### src/rtl/module_bcd_adder_if.sv
// Start/done handshake and operand/result bundle for the serial BCD adder.
// With BCD_SUB_EN defined the bundle also carries sub (request) and neg (result sign).
interface module_bcd_adder_if #(parameter int NDIG = 3);
   logic                start;
   logic [4*NDIG-1:0]   first_num;
   logic [4*NDIG-1:0]   second_num;
   logic [4*NDIG+3:0]   sum_bcd;
   logic                busy;
   logic                done;
   logic                err;
`ifdef BCD_SUB_EN
   logic                sub;
   logic                neg;

   modport master (output start, first_num, second_num, sub,
                   input  sum_bcd, busy, done, err, neg);
   modport slave  (input  start, first_num, second_num, sub,
                   output sum_bcd, busy, done, err, neg);
`else
   modport master (output start, first_num, second_num,
                   input  sum_bcd, busy, done, err);
   modport slave  (input  start, first_num, second_num,
                   output sum_bcd, busy, done, err);
`endif
endinterface

### src/rtl/module_bcd_adder.sv
// Serial packed-BCD adder: one digit per clock, NDIG+1 digit result, start/done handshake.
// Optional macro BCD_SUB_EN adds a magnitude-subtract mode (sub in, neg out).
//
// state | meaning
// IDLE  | waiting for start; result and flags held
// ADD   | processing digit idx, carry/borrow rippling upward
// FIN   | write top digit (or zero result on err), pulse done
module module_bcd_adder #(
   parameter int NDIG = 3
) (
   input  logic              clk,
   input  logic              rst,
   module_bcd_adder_if.slave bus
);
   localparam int IW = (NDIG > 1) ? $clog2(NDIG) : 1;

   typedef enum logic [1:0] {IDLE = 2'd0, ADD = 2'd1, FIN = 2'd2} state_t;

   state_t              state;
   logic [4*NDIG-1:0]   a_q;
   logic [4*NDIG-1:0]   b_q;
   logic [IW-1:0]       idx;
   logic                carry;
   logic [4*NDIG+3:0]   sum_q;
   logic                busy_q;
   logic                done_q;
   logic                err_q;
`ifdef BCD_SUB_EN
   logic                sub_q;
   logic                neg_q;
`endif

   logic [4*NDIG-1:0]   a_sh;
   logic [4*NDIG-1:0]   b_sh;
   logic [3:0]          a_dig;
   logic [3:0]          b_dig;
   logic [4:0]          s;
   logic [3:0]          dig_nxt;
   logic                carry_nxt;

   function automatic logic has_bad(input logic [4*NDIG-1:0] v);
      has_bad = 1'b0;
      for (int i = 0; i < NDIG; i++)
         if (v[4*i +: 4] > 4'd9) has_bad = 1'b1;
   endfunction

   always_comb begin
      a_sh      = a_q >> {idx, 2'b00};
      b_sh      = b_q >> {idx, 2'b00};
      a_dig     = a_sh[3:0];
      b_dig     = b_sh[3:0];
      s         = {1'b0, a_dig} + {1'b0, b_dig} + {4'd0, carry};
      dig_nxt   = s[3:0];
      carry_nxt = 1'b0;
`ifdef BCD_SUB_EN
      if (sub_q) begin
         // 5-bit two's complement: bit 4 set means the digit went negative
         s = {1'b0, a_dig} - {1'b0, b_dig} - {4'd0, carry};
         dig_nxt = s[3:0];
         if (s[4]) begin
            dig_nxt   = s[3:0] + 4'd10;
            carry_nxt = 1'b1;
         end
      end else
`endif
      if (s > 5'd9) begin
         dig_nxt   = s[3:0] + 4'd6;
         carry_nxt = 1'b1;
      end
   end

   always_ff @(posedge clk or negedge rst) begin
      if (!rst) begin
         state  <= IDLE;
         a_q    <= '0;
         b_q    <= '0;
         idx    <= '0;
         carry  <= 1'b0;
         sum_q  <= '0;
         busy_q <= 1'b0;
         done_q <= 1'b0;
         err_q  <= 1'b0;
`ifdef BCD_SUB_EN
         sub_q  <= 1'b0;
         neg_q  <= 1'b0;
`endif
      end else begin
         done_q <= 1'b0;
         busy_q <= (state != IDLE);
         case (state)
            IDLE: begin
               if (bus.start) begin
                  a_q   <= bus.first_num;
                  b_q   <= bus.second_num;
                  sum_q <= '0;
                  carry <= 1'b0;
                  idx   <= '0;
                  err_q <= has_bad(bus.first_num) | has_bad(bus.second_num);
`ifdef BCD_SUB_EN
                  sub_q <= bus.sub;
                  neg_q <= 1'b0;
                  // Subtract the smaller from the larger so the result is a magnitude
                  if (bus.sub && (bus.second_num > bus.first_num)) begin
                     a_q   <= bus.second_num;
                     b_q   <= bus.first_num;
                     neg_q <= 1'b1;
                  end
`endif
                  state <= ADD;
               end
            end
            ADD: begin
               for (int i = 0; i < NDIG; i++)
                  if (idx == IW'(i)) sum_q[4*i +: 4] <= dig_nxt;
               carry <= carry_nxt;
               if (idx == IW'(NDIG - 1)) state <= FIN;
               else                      idx   <= idx + IW'(1);
            end
            FIN: begin
               if (err_q)
                  sum_q <= '0;
               else
`ifdef BCD_SUB_EN
                  sum_q[4*NDIG +: 4] <= sub_q ? 4'd0 : {3'b000, carry};
`else
                  sum_q[4*NDIG +: 4] <= {3'b000, carry};
`endif
               done_q <= 1'b1;
               state  <= IDLE;
            end
            default: state <= IDLE;
         endcase
      end
   end

   assign bus.sum_bcd = sum_q;
   assign bus.busy    = busy_q;
   assign bus.done    = done_q;
   assign bus.err     = err_q;
`ifdef BCD_SUB_EN
   assign bus.neg     = neg_q;
`endif
endmodule

### src/flat_wrapper.sv
// flat-port wrapper written by rule: the top's interface ports become plain ports
module module_bcd_adder_flat 
#(
   parameter int NDIG = 3
)
  (clk, rst, bus_start, bus_first_num, bus_second_num, bus_sum_bcd, bus_busy, bus_done, bus_err);
  module_bcd_adder_if #(.NDIG(NDIG)) bus_i ();
  input  logic clk;
  input  logic rst;
  input wire logic [$bits(bus_i.start)-1:0] bus_start;
  input wire logic [$bits(bus_i.first_num)-1:0] bus_first_num;
  input wire logic [$bits(bus_i.second_num)-1:0] bus_second_num;
  output wire logic [$bits(bus_i.sum_bcd)-1:0] bus_sum_bcd;
  output wire logic [$bits(bus_i.busy)-1:0] bus_busy;
  output wire logic [$bits(bus_i.done)-1:0] bus_done;
  output wire logic [$bits(bus_i.err)-1:0] bus_err;
  assign bus_i.start = bus_start;
  assign bus_i.first_num = bus_first_num;
  assign bus_i.second_num = bus_second_num;
  assign bus_sum_bcd = bus_i.sum_bcd;
  assign bus_busy = bus_i.busy;
  assign bus_done = bus_i.done;
  assign bus_err = bus_i.err;
  module_bcd_adder #(.NDIG(NDIG)) u_core (.clk(clk), .rst(rst), .bus(bus_i));
endmodule
### config.mk
export PLATFORM = sky130hd
export DESIGN_NAME = module_bcd_adder_flat
export DESIGN_NICKNAME = d
export VERILOG_FILES = /design/src/rtl/module_bcd_adder_if.sv /design/src/rtl/module_bcd_adder.sv /design/src/flat_wrapper.sv
export SDC_FILE = /design/constraint.sdc
export NUM_CORES = 1
export LEC_CHECK = 0
export BUFFER_PORTS_ARGS = -buffer_cell sky130_fd_sc_hd__buf_4
export CAP_MARGIN = 20
export CORE_ASPECT_RATIO = 2
export CORE_UTILIZATION = 55
export DETAILED_ROUTE_END_ITERATION = 12
export GPL_TIMING_DRIVEN = 0
export MAX_ROUTING_LAYER = met4
export PLACE_DENSITY_LB_ADDON = 0.08
export SETUP_SLACK_MARGIN = 0.15
export SLEW_MARGIN = 20
export SYNTH_ARGS = -nofsm -noshare
export SYNTH_HDL_FRONTEND = slang
export SYNTH_SLANG_ARGS = --single-unit
export TNS_END_PERCENT = 50
### constraint.sdc
create_clock -name clk -period 4.1 [get_ports clk]
set_input_delay 0.82 -clock clk [delete_from_list [all_inputs] [get_ports clk]]
set_output_delay 0.82 -clock clk [all_outputs]
set_load 0.005 [all_outputs]
After elaboration in Yosys (flattened, before gate mapping)
Cells that the tools add are included.
{"block": "word_totals", "reg_bits": 48, "inputBits": 27, "output_inout_bits": 19, "word_cells": 79}
{"block": "op_classes", "addsub": 4, "order_cmp": 7, "eq_ne": 10, "shifts": 2, "muxes": 29, "bitwise_logic": 1, "n_reduce_logical": 14}
{"operator": "case mux 12 bit (3 select lines)", "n": 1}
{"operator": "> comparator 4 bit, second input constant", "n": 6}
{"operator": ">> shifter 12 x 4 -> 4 bit", "n": 2}
{"operator": "two-way mux 16 bit", "n": 1}
{"operator": "two-way mux 4 bit", "n": 4}
{"operator": "two-way mux 1 bit", "n": 14}
{"operator": "two-way mux 12 bit", "n": 1}
{"operator": "AND reduction 4 bit", "n": 3}
{"operator": "two-way mux 2 bit", "n": 4}
{"operator": "!= test 2 x 1 -> 1 bit, second input constant", "n": 4}
{"operator": "case mux 2 bit (2 select lines)", "n": 2}
{"operator": "case mux 4 bit (2 select lines)", "n": 1}
{"operator": "AND reduction 2 bit", "n": 4}
{"operator": "nonzero test 2 bit", "n": 3}
{"operator": "adder 4 x 4 -> 5 bit", "n": 1}
{"operator": "adder 5 x 1 -> 5 bit", "n": 1}
{"operator": "> comparator 5 x 4 -> 1 bit, second input constant", "n": 1}
{"operator": "adder 4 x 3 -> 4 bit, second input constant", "n": 1}
{"operator": "equality test 2 x 1 -> 1 bit, second input constant", "n": 2}
{"operator": "equality test 2 bit, second input constant", "n": 2}
{"operator": "logical NOT 2 bit", "n": 2}
{"operator": "!= test 2 bit, second input constant", "n": 2}
{"operator": "AND reduction 3 bit", "n": 1}
{"operator": "nonzero test 3 bit", "n": 1}
{"operator": "3 further kinds", "n": 3}

Depth between registers and ports, before layout
{"block": "logic_depth", "word_depth": 7, "ltp_mapped": 12, "mapped_depth_nobuf": 12}

Least setup slack after synthesis
OpenSTA, ideal clock, no wires.
{"block": "synth_path", "path_kind": "flip-flop to flip-flop", "startpoint": "register u_core.idx[0]", "endpoint": "register u_core.carry", "setup_time_ns": 0.092, "arrival_time_ns": 3.144, "required_ns": 4.008, "setup_slack_ns": 0.865, "path_stages_with_launch": 12, "path_buffers": 1, "synth_period_minus_slack_ns": 3.235, "cell_sequence": "dfrtp_1 buf_2 mux2i_1 o21ai_0 fa_1 fa_1 xnor2_1 ha_1 nor2b_1 nand4b_1 and2_4 o31ai_2"}
{"block": "synth_via", "elab_chain_len": 6, "elab_cells_between_ends": 7, "cone_classes": "2 x add/sub; 1 x order compare; 2 x shift; 2 x mux"}
{"element": "from (decl)", "line_no": "module_bcd_adder.sv:22", "text": "logic [IW-1:0] idx;"}
{"element": "from (signal assigned)", "line_no": "module_bcd_adder.sv:117", "text": "else idx <= idx + IW'(1);"}
{"element": ">> shifter 12 x 4 -> 4 bit, on equally long branches", "line_no": "module_bcd_adder.sv:48, module_bcd_adder.sv:49"}
{"element": "adder 4 x 4 -> 5 bit *", "line_no": "module_bcd_adder.sv:52", "text": "s = {1'b0, a_dig} + {1'b0, b_dig} + {4'd0, carry};"}
{"element": "adder 5 x 1 -> 5 bit *", "line_no": "module_bcd_adder.sv:52"}
{"element": "> comparator 5 x 4 -> 1 bit *", "line_no": "module_bcd_adder.sv:66", "text": "if (s > 5'd9) begin"}
{"element": "two-way mux 1 bit *", "line_no": "module_bcd_adder.sv:66"}
{"element": "case mux 1 bit (2 select lines) *", "line_no": "module_bcd_adder.sv:90", "text": "case (state)"}
{"element": "to (signal assigned)", "line_no": "module_bcd_adder.sv:115", "text": "carry <= carry_nxt;"}
{"element": "to (decl)", "line_no": "module_bcd_adder.sv:23", "text": "logic carry;"}
Every way passes the cells marked *; elsewhere a longest branch is shown, timed or not.
A chain may end at the register's enable or synchronous reset.

Worst setup path after layout
Same ends and word-level chain as after synthesis.

==> results.cfg <==
[cts]
post_cts_buffers = 0
postCtsHoldBufs = 0
numClockSinks = 45
worstSkewPairLatency_ns = 0.29
cts_resized = 0
htree_num_levels = 2
clkTransAtPathRegs_ns = 0.08
clock-root-buffer = clkbuf_8
cts_buffers = 5
cts.path.max_buffers = 2
cts_tree = yes

[global_routing]
grt_pass1_vias = 1953
track_usage_pct = 26.2
antenna_found_initial = 0
grt_pass1_wl_um = 8980
grt-ovfl-total = 0
grt_max_degree = 46

[yosys]
async_flop_share_pct = 100
ys_seq_elements = 45
yosysUniqueCellTypes = 45
synth_edf_count = 0
yosys_warnings = 0
synthFlopType = dfrtp_1
netlist_area_sq_um = 2440
synth_seq_area_share_pct = 46.1
syn-instance-count = 227
postSynthAreaPerCell_sq_um = 10.8

[die]
coreArea_sq_um = 4300
num_io_pins = 46
start_util_pct = 56.9
die_h_um = 96.3
die_x_um = 49.1
die_area_sq_um = 4730
rows = 34

[timing]
max-slew-margin-rel_pct = 59.3
setup_viol = 0
hold_ws_ns = 0.490
fin_crit_sh_pct = 91.4
drv_slew = 0
fmax_mhz = 267
rsz0062_at_grt = yes
finalSetupTns_ns = 0
layout_min_cycle_time_ns = 3.75
skew_ns = 0.00434
hold_viol = 0
tightest_slew_ns = 0.608

[worst_setup_path]
rr_startpoint = u_core.idx[0]
endpoint_kind = flip-flop
path_cells = buf_2 -> mux2i_1 -> o21ai_0 -> fa_1 -> fa_1 -> xnor2_2 -> ha_1 -> nor2b_1 -> nand4b_1 -> and2_4 -> o31ai_2
criticalPathCategory = reg -> reg
crit_arrival_ns = 3.95
worstPathMaxFanout = 10
start_kind = flip-flop
path_common_cell = fa_1
cp_slowest_stage_delay_ns = 0.50
crit_required_ns = 4.30
critical_path.startpoint = u_core.idx[0]
crit_family = adder cells
cp_slowest_cell = fa_1
path_buf_inv = 1

[layout]
drive_gt1_share_pct = 32.7
multiInputGateArea_sq_um = 1250
area_growth_pct = 20.5
insertedDiodeCount = 0
stdcell_area_sq_um = 2950
ff_latch_area_sq_um = 1130
fillers = 349
num-nets-final = 314

[drt]
post_drt_via_cell_ratio = 5.71
postRouteAntennaNets = 0
first_iter_violations = 34
wl_um = 5400
drc = 0
firstDrtPassIters = 6
vias = 1895
wl_per_cell_um = 16.3

[placement]
gp_congestion = 0.959
dpl.hpwl_um = 4220
port_buffers = 42
placed_cell_area_sq_um = 2830

[run_status]
status = finished clean

[min_path]
hold_path.class = reg -> reg
worstHoldStart = u_core.bus.sum_bcd[7]

[job]
cap_violations = 0
## placed cells by master, fill, tap and decap left out, types with 3 or more instances in the layout
master     instances
buf_4             47
dfrtp_1           45
mux2_2            28
nand2_1           18
o21ai_0           17
nor2_1            14
nand4_1           10
mux2i_1            8
a21oi_1            8
nand3_1            7
ha_1               7
inv_1              6
a22oi_1            5
clkbuf_8           5
nand3b_1           4
buf_2              3
or3_1              3
o211ai_1           3
o2111ai_1          3
a2111o_1           3
conb_1             3
## per-stage QoR
step	setup WS (ns)	utilization, %	cells
3_3_place_gp	0.394	66.0	325
4_1_cts	0.292	68.4	332
5_1_grt	0.131	68.5	332
2_1_floorplan	0.865	-	229
3_5_place_dp	0.342	66.0	325
6_report	0.354	68.5	332
## cell type report
cell class,count,share of cell area (%)
inverter,6,0.765
timing repair buffer,42,10.7
sequential,45,38.2
tap,54,2.29
multi-input combinational,167,42.3
clock inverter,2,1.19
clock buffer,5,2.34
buffer,11,2.17
## synth_stat cells (2+ instances only)
master | number | area share [%]
fa_1 | 2 | 1.6
a2111o_1 | 3 | 1.4
and3b_1 | 2 | 0.72
buf_2 | 3 | 0.61
nand3b_1 | 4 | 1.2
a22oi_1 | 5 | 1.5
inv_1 | 6 | 0.92
nand4_1 | 10 | 2.6
o21ai_0 | 17 | 3.5
o2111ai_1 | 3 | 1.1
dfrtp_1 | 45 | 46
nand3_1 | 7 | 1.4
mux2i_1 | 8 | 3.3
nor2b_1 | 2 | 0.51
nand2_1 | 18 | 2.8
buf_4 | 5 | 1.5
or3_1 | 3 | 0.77
o211ai_1 | 3 | 0.92
clkbuf_1 | 2 | 0.31
mux2_2 | 28 | 13
a21oi_1 | 8 | 1.6
ha_1 | 7 | 3.6
nor2_1 | 14 | 2.2
## state kept, by name (all words and copies together), names as in the netlist
register / cells
u_core.bus.done: 1
u_core.idx: 2
u_core.carry: 1
u_core.b_q: 12
u_core.state: 2
u_core.a_q: 12
u_core.bus.err: 1
u_core.bus.sum_bcd: 13
u_core.bus.busy: 1
## tightest hold or removal path, stage by stage, from the launching register on
cell and delay, ns:
dfrtp_1 0.35, nand2_1 0.05, nand3_1 0.06
## cells by family after synthesis
| group | count (synthesis) | share of synthesized area, % |
|---|---|---|
| simple gates | 71 | 15.3 |
| compound gates | 47 | 13.2 |
| flops | 45 | 46.1 |
| mux | 36 | 16.2 |
| buf+inv | 17 | 3.53 |
| fa+ha+maj | 9 | 5.22 |
| other cells | 1 | 0.153 |
| xor+xnor | 1 | 0.358 |
## layer usage
metal	global-route usage [%]	share of wire [%]
met5	-	0
met4	19.4	5.8
met3	3.32	2.6
met2	46.9	56
met1	25.3	36
## final timing paths
path | to | slack (ns) | cells past startpoint
max | u_core.carry | 0.35 | 11
min | u_core.bus.sum_bcd[7] | 0.49 | 2
max reg2reg | u_core.carry | 0.35 | 11
min reg2reg | u_core.bus.sum_bcd[7] | 0.49 | 2
max in group asynchronous | u_core.a_q[10] | 3.20 | 1
min in group asynchronous | u_core.a_q[8] | 0.52 | 1
Power is left out: the tool's default activity adds up to more than one toggle a clock period on the data nets, which glitch-free logic cannot reach.
